`src/rtl/line_follow_ctrl.sv`:
```
// line_follow_ctrl: debounced two-sensor line follower with dead time between motion codes; LINE_SEARCH_EN adds search/halt
module line_follow_ctrl #(
  parameter int DEB_CYCLES  = 1000,
  parameter int DEAD_CYCLES = 100,
  parameter int LOST_CYCLES = 50000
) (
  input  logic       clk,
  input  logic       rst_n,
  input  logic       en,
  input  logic       sens_l,
  input  logic       sens_r,
  output logic [1:0] state,
  output logic       lost,
  output logic       halted
);
  typedef enum logic [2:0] {IDLE, FWD, LEFT, RIGHT, DEAD
`ifdef LINE_SEARCH_EN
    , SEARCH, HALT
`endif
  } st_e;
  // sensor vectors: bit 1 = left, bit 0 = right, so the filtered pair is the target motion code
  logic [1:0]  sy1_q, sy2_q, filt_q, filt_d;
  logic [15:0] cnt_q [2];
  logic [15:0] cnt_d [2];
  st_e         fsm_q, fsm_d, tgt;
  logic        side_q, side_d;
  logic [15:0] tmr_q, tmr_d;
  logic [1:0]  state_d;
`ifdef LINE_SEARCH_EN
  logic        lost_d, halted_d;
  localparam st_e LOST_ST = SEARCH;
`else
  localparam st_e LOST_ST = IDLE;
`endif

  // motion code driven while in state s; search sweeps toward the side last seen (left = 1)
  function automatic logic [1:0] code_of(st_e s, logic left);
    logic srch;
`ifdef LINE_SEARCH_EN
    srch = s == SEARCH;
`else
    srch = 1'b0;
`endif
    return {s == FWD || s == LEFT || (srch && left), s == FWD || s == RIGHT || (srch && !left)};
  endfunction

  // a switch between two different nonzero codes must pass through a forced stop
  function automatic st_e route(st_e t, logic [1:0] cur, logic left);
    logic [1:0] c;
    c = code_of(t, left);
    return (c != 2'b00 && cur != 2'b00 && c != cur) ? DEAD : t;
  endfunction

  // per-sensor debounce: filtered value flips after DEB_CYCLES consecutive disagreeing samples
  always_comb begin
    for (int i = 0; i < 2; i++) begin
      filt_d[i] = filt_q[i];
      cnt_d[i]  = '0;
      if (sy2_q[i] != filt_q[i]) begin
        if (cnt_q[i] == 16'(DEB_CYCLES - 1)) filt_d[i] = ~filt_q[i];
        else cnt_d[i] = cnt_q[i] + 16'd1;
      end
    end
  end

  // synchronizers and debounce state
  always_ff @(posedge clk or negedge rst_n) begin
    if (!rst_n) begin
      sy1_q  <= '0;
      sy2_q  <= '0;
      filt_q <= '0;
      cnt_q  <= '{16'd0, 16'd0};
    end else begin
      sy1_q  <= {sens_l, sens_r};
      sy2_q  <= sy1_q;
      filt_q <= filt_d;
      cnt_q  <= cnt_d;
    end
  end

  // next motion state, shared timer and registered output values
  always_comb begin
    tgt   = filt_q == 2'b11 ? FWD : filt_q == 2'b10 ? LEFT : filt_q == 2'b01 ? RIGHT : LOST_ST;
    fsm_d = route(tgt, state_q_w(), side_q);
    if (!en) fsm_d = IDLE;
    else if (fsm_q == DEAD) fsm_d = tmr_q == 16'(DEAD_CYCLES - 1) ? tgt : DEAD;
`ifdef LINE_SEARCH_EN
    else if (fsm_q == HALT) fsm_d = HALT;
    else if (fsm_q == SEARCH && filt_q == 2'b00) fsm_d = tmr_q == 16'(LOST_CYCLES - 1) ? HALT : SEARCH;
`endif
    side_d  = fsm_d == LEFT ? 1'b1 : fsm_d == RIGHT ? 1'b0 : side_q;
    tmr_d   = fsm_d != fsm_q ? 16'd0 : tmr_q == 16'hffff ? tmr_q : tmr_q + 16'd1;
    state_d = code_of(fsm_d, side_d);
`ifdef LINE_SEARCH_EN
    lost_d   = fsm_d == SEARCH;
    halted_d = fsm_d == HALT;
`endif
  end

  function automatic logic [1:0] state_q_w();
    return state;
  endfunction

  // FSM and its outputs update on the same edge
  always_ff @(posedge clk or negedge rst_n) begin
    if (!rst_n) begin
      fsm_q  <= IDLE;
      side_q <= 1'b0;
      tmr_q  <= '0;
      state  <= 2'b00;
`ifdef LINE_SEARCH_EN
      lost   <= 1'b0;
      halted <= 1'b0;
`endif
    end else begin
      fsm_q  <= fsm_d;
      side_q <= side_d;
      tmr_q  <= tmr_d;
      state  <= state_d;
`ifdef LINE_SEARCH_EN
      lost   <= lost_d;
      halted <= halted_d;
`endif
    end
  end

`ifndef LINE_SEARCH_EN
  assign lost   = 1'b0;
  assign halted = 1'b0;
`endif
endmodule

```
`config.mk`:
```
export PLATFORM = sky130hd
export DESIGN_NAME = line_follow_ctrl
export DESIGN_NICKNAME = d
export VERILOG_FILES = /design/src/rtl/line_follow_ctrl.sv
export SDC_FILE = /design/constraint.sdc
export NUM_CORES = 1
export LEC_CHECK = 0
export ABC_CLOCK_PERIOD_IN_PS = 4000
export CAP_MARGIN = 10
export CORE_MARGIN = 2
export CORE_UTILIZATION = 30
export DETAILED_ROUTE_END_ITERATION = 7
export HOLD_SLACK_MARGIN = 0.02
export PLACE_DENSITY_LB_ADDON = 0.3
export SETUP_SLACK_MARGIN = 0.4
export SKIP_CTS_REPAIR_TIMING = 1
export SLEW_MARGIN = 20
export SYNTH_ARGS = -nofsm -noshare
export SYNTH_HDL_FRONTEND = slang
export SYNTH_SLANG_ARGS = --single-unit
export TNS_END_PERCENT = 10
```
`constraint.sdc`:
```
create_clock -name clk -period 4 [get_ports clk]
set_input_delay 1 -clock clk [delete_from_list [all_inputs] [get_ports clk]]
set_output_delay 1 -clock clk [all_outputs]
set_load 0.05 [all_outputs]
```
==> reports/results.tsv <==
metric	value	unit
syn-cell-area	2897	sq um
finClkSkew	0.006883	ns
arrival	2.94	ns
grt_pass1_vias	2036	
place_ws	1.204	ns
synth_top_area_share	50.97	%
cts_root_buf	clkbuf_8	
finalHoldViolations	0	
track_usage	11.28	%
synth_cell_types	39	
end_kind	register	
die_w	102.3	microns
rsz0062_at_grt	false	
final.period_utilization	69.59	%
fmax	359.3	MHz
synthCells	298	
dr.pass1.iters	5	
htree_levels	3	
tightest_slew	0.8517	ns
wl	5280	microns
power.density	417.3	nW/um^2
drtIter0Drc	103	
ios	9	
ys_seq_elements	59	
n_antenna_cell	0	
layout_common_cells	dfrtp_1 (59), nor2_1 (42), nand2_1 (27)	
power	1.362	mW
antenna_found_initial	0	
syn_area_per_cell	9.720	sq um
status	finished, final reports clean	
cts_buffer_depth	2	
drc_errors	0	
ys_seq_area_share	50.97	%
finalCriticalPeriod	2.784	ns
synth_area_leaders	dfrtp_1 (51%), xor2_1 (6.0%), nor2_1 (5.4%), xnor2_1 (5.1%), nor3_1 (4.0%)	
cp.required	4.16	ns
crit_type	register to register	
dpl.cell_count	428	
path_max_fanout	16	
drv_cap	0	
fp.dieH	102.3	microns
fin_setup_tns	0	ns
setup_ws	1.216	ns
initial_utilization	31.20	%
grt_max_degree	37	
fin_area	3263	sq um
wl_per_cell	11.92	microns
final_max_slew_viol_count	0	
fin_nets	321	
finalSetupViolations	0	
yosys_warnings	0	
startpoint_type	register	
drive_gt1_share	6.688	%
numClockSinks	59	
dp_hpwl	3540	microns
grt_overflow	0	
via_count	2102	
fillCellCount	976	
final_common_cell	dfrtp_1	
power_leakage	1.328	nW
relSlewSlack	42.79	%
dieArea	10460	sq um
vias_per_cell	4.745	
core-area	9284	sq um
hold_class	register to register	
io_buffers	6	
final_cell_count_no_fill	443	
max-vdd-ir-drop	171.0	uV
insertion_delay	0.33	ns
cts_tree	yes	
place_congestion	0.7823	
numCtsBuffers	9	
clk_pin_slew_worst_paths	0.06	ns
synth_top_cell_by_area	dfrtp_1	
rows	35	
area_growth	12.66	%
ant_nets	0	
post_dp_cell_area	3084	sq um
grt_pass1_wl	9204	microns
==> stage by stage <==
| step | hold WS [ns] | utilization (%) |
|---|---|---|
| 6_report | 0.3505 | 35.15 |
| 5_1_grt | 0.3728 | 35.15 |
| 4_1_cts | 0.3531 | 35.15 |
| 3_5_place_dp | 0.3385 | 33.22 |
| 3_3_place_gp | 0.3355 | 33.22 |
| 2_1_floorplan | 0.3312 | - |
==> worst max-delay path, cell delays in order (launching register included) <==
cell and delay (ns):
dfrtp_1 0.41, inv_1 0.13, ha_1 0.18, nor2_2 0.07, or3b_1 0.37, a311o_1 0.34, nor4b_1 0.20, nor4_4 0.78
a2111oi_0 0.14
==> cells by family after synthesis <==
group | synth area share [%]
other | 0.1295
DFF | 50.97
xor gates and xnor gates | 11.19
AOI/OAI and AO/OA | 4.925
and+or+nand+nor | 26.57
adders and majority gates | 2.592
muxes | 1.080
buffers and inverters | 2.549
==> area by class of cell <==
cell class	count	area (sq um)	area share [%]
inverters	7	26.28	0.8052
repair buffers	8	70.07	2.147
multi-input cells	225	1350	41.37
well taps	129	161.4	4.946
clock inverters	2	10.01	0.3067
flip-flops and latches	59	1476	45.25
clock buffers	13	168.9	5.176
==> final timing paths <==
path                                       start                     to  slack, ns  cells past startpoint
max in group asynchronous                  rst_n  filt_q[1]$_DFFE_PN0P_       2.39                      2
max reg2reg                filt_q[1]$_DFFE_PN0P_   tmr_q[3]$_DFFE_PN0P_       1.22                      8
min reg2reg                   sy1_q[0]$_DFF_PN0_     sy2_q[0]$_DFF_PN0_       0.35                      0
min                           sy1_q[0]$_DFF_PN0_     sy2_q[0]$_DFF_PN0_       0.35                      0
min in group asynchronous                  rst_n     state[0]$_DFF_PN0_       0.77                      1
max                        filt_q[1]$_DFFE_PN0P_   tmr_q[3]$_DFFE_PN0P_       1.22                      8
==> Yosys cell counts <==
cell type / instances
a2111oi_0: 2
a21boi_0: 1
a21oi_1: 7
a311o_1: 1
a31o_2: 1
a31oi_1: 3
and3_1: 5
and4_1: 2
buf_2: 2
buf_4: 2
buf_6: 1
clkbuf_1: 3
conb_1: 1
dfrtp_1: 59
ha_1: 6
inv_1: 7
mux2_2: 1
mux2i_1: 2
nand2_1: 27
nand2b_1: 1
nand3_1: 19
nand3b_1: 1
nand4_1: 6
nor2_1: 42
nor2_2: 1
nor2b_1: 3
nor3_1: 23
nor3b_1: 2
nor4_1: 7
nor4_4: 1
nor4b_1: 2
nor4bb_1: 1
o21ai_0: 8
o21ai_1: 1
or3_1: 7
or3b_1: 1
or4_1: 2
xnor2_1: 17
xor2_1: 20
==> flip-flops by register name (all words and copies together), names as in the netlist <==
| name | flops |
|---|---|
| cnt_q | 32 |
| sy2_q | 2 |
| sy1_q | 2 |
| filt_q | 2 |
| tmr_q | 16 |
| fsm_q | 3 |
| state | 2 |
==> power by group <==
part / internal, mW / switching, mW / total, mW / leakage [nW]
Combinational: 0.0663 / 0.0818 / 0.148 / 0.449
Sequential: 0.654 / 0.0726 / 0.727 / 0.784
Clock: 0.270 / 0.216 / 0.487 / 0.0953
Total: 0.991 / 0.371 / 1.36 / 1.33
==> layer usage <==
metal,up-vias,global-route usage (%),share of wire [%]
li1,1052,-,-
met1,1019,14.74,51
met2,26,17.26,45
met3,5,3.694,2.7
met4,0,4.615,1.0
met5,-,0,0
Note: power is estimated with default switching activity, not from simulation.
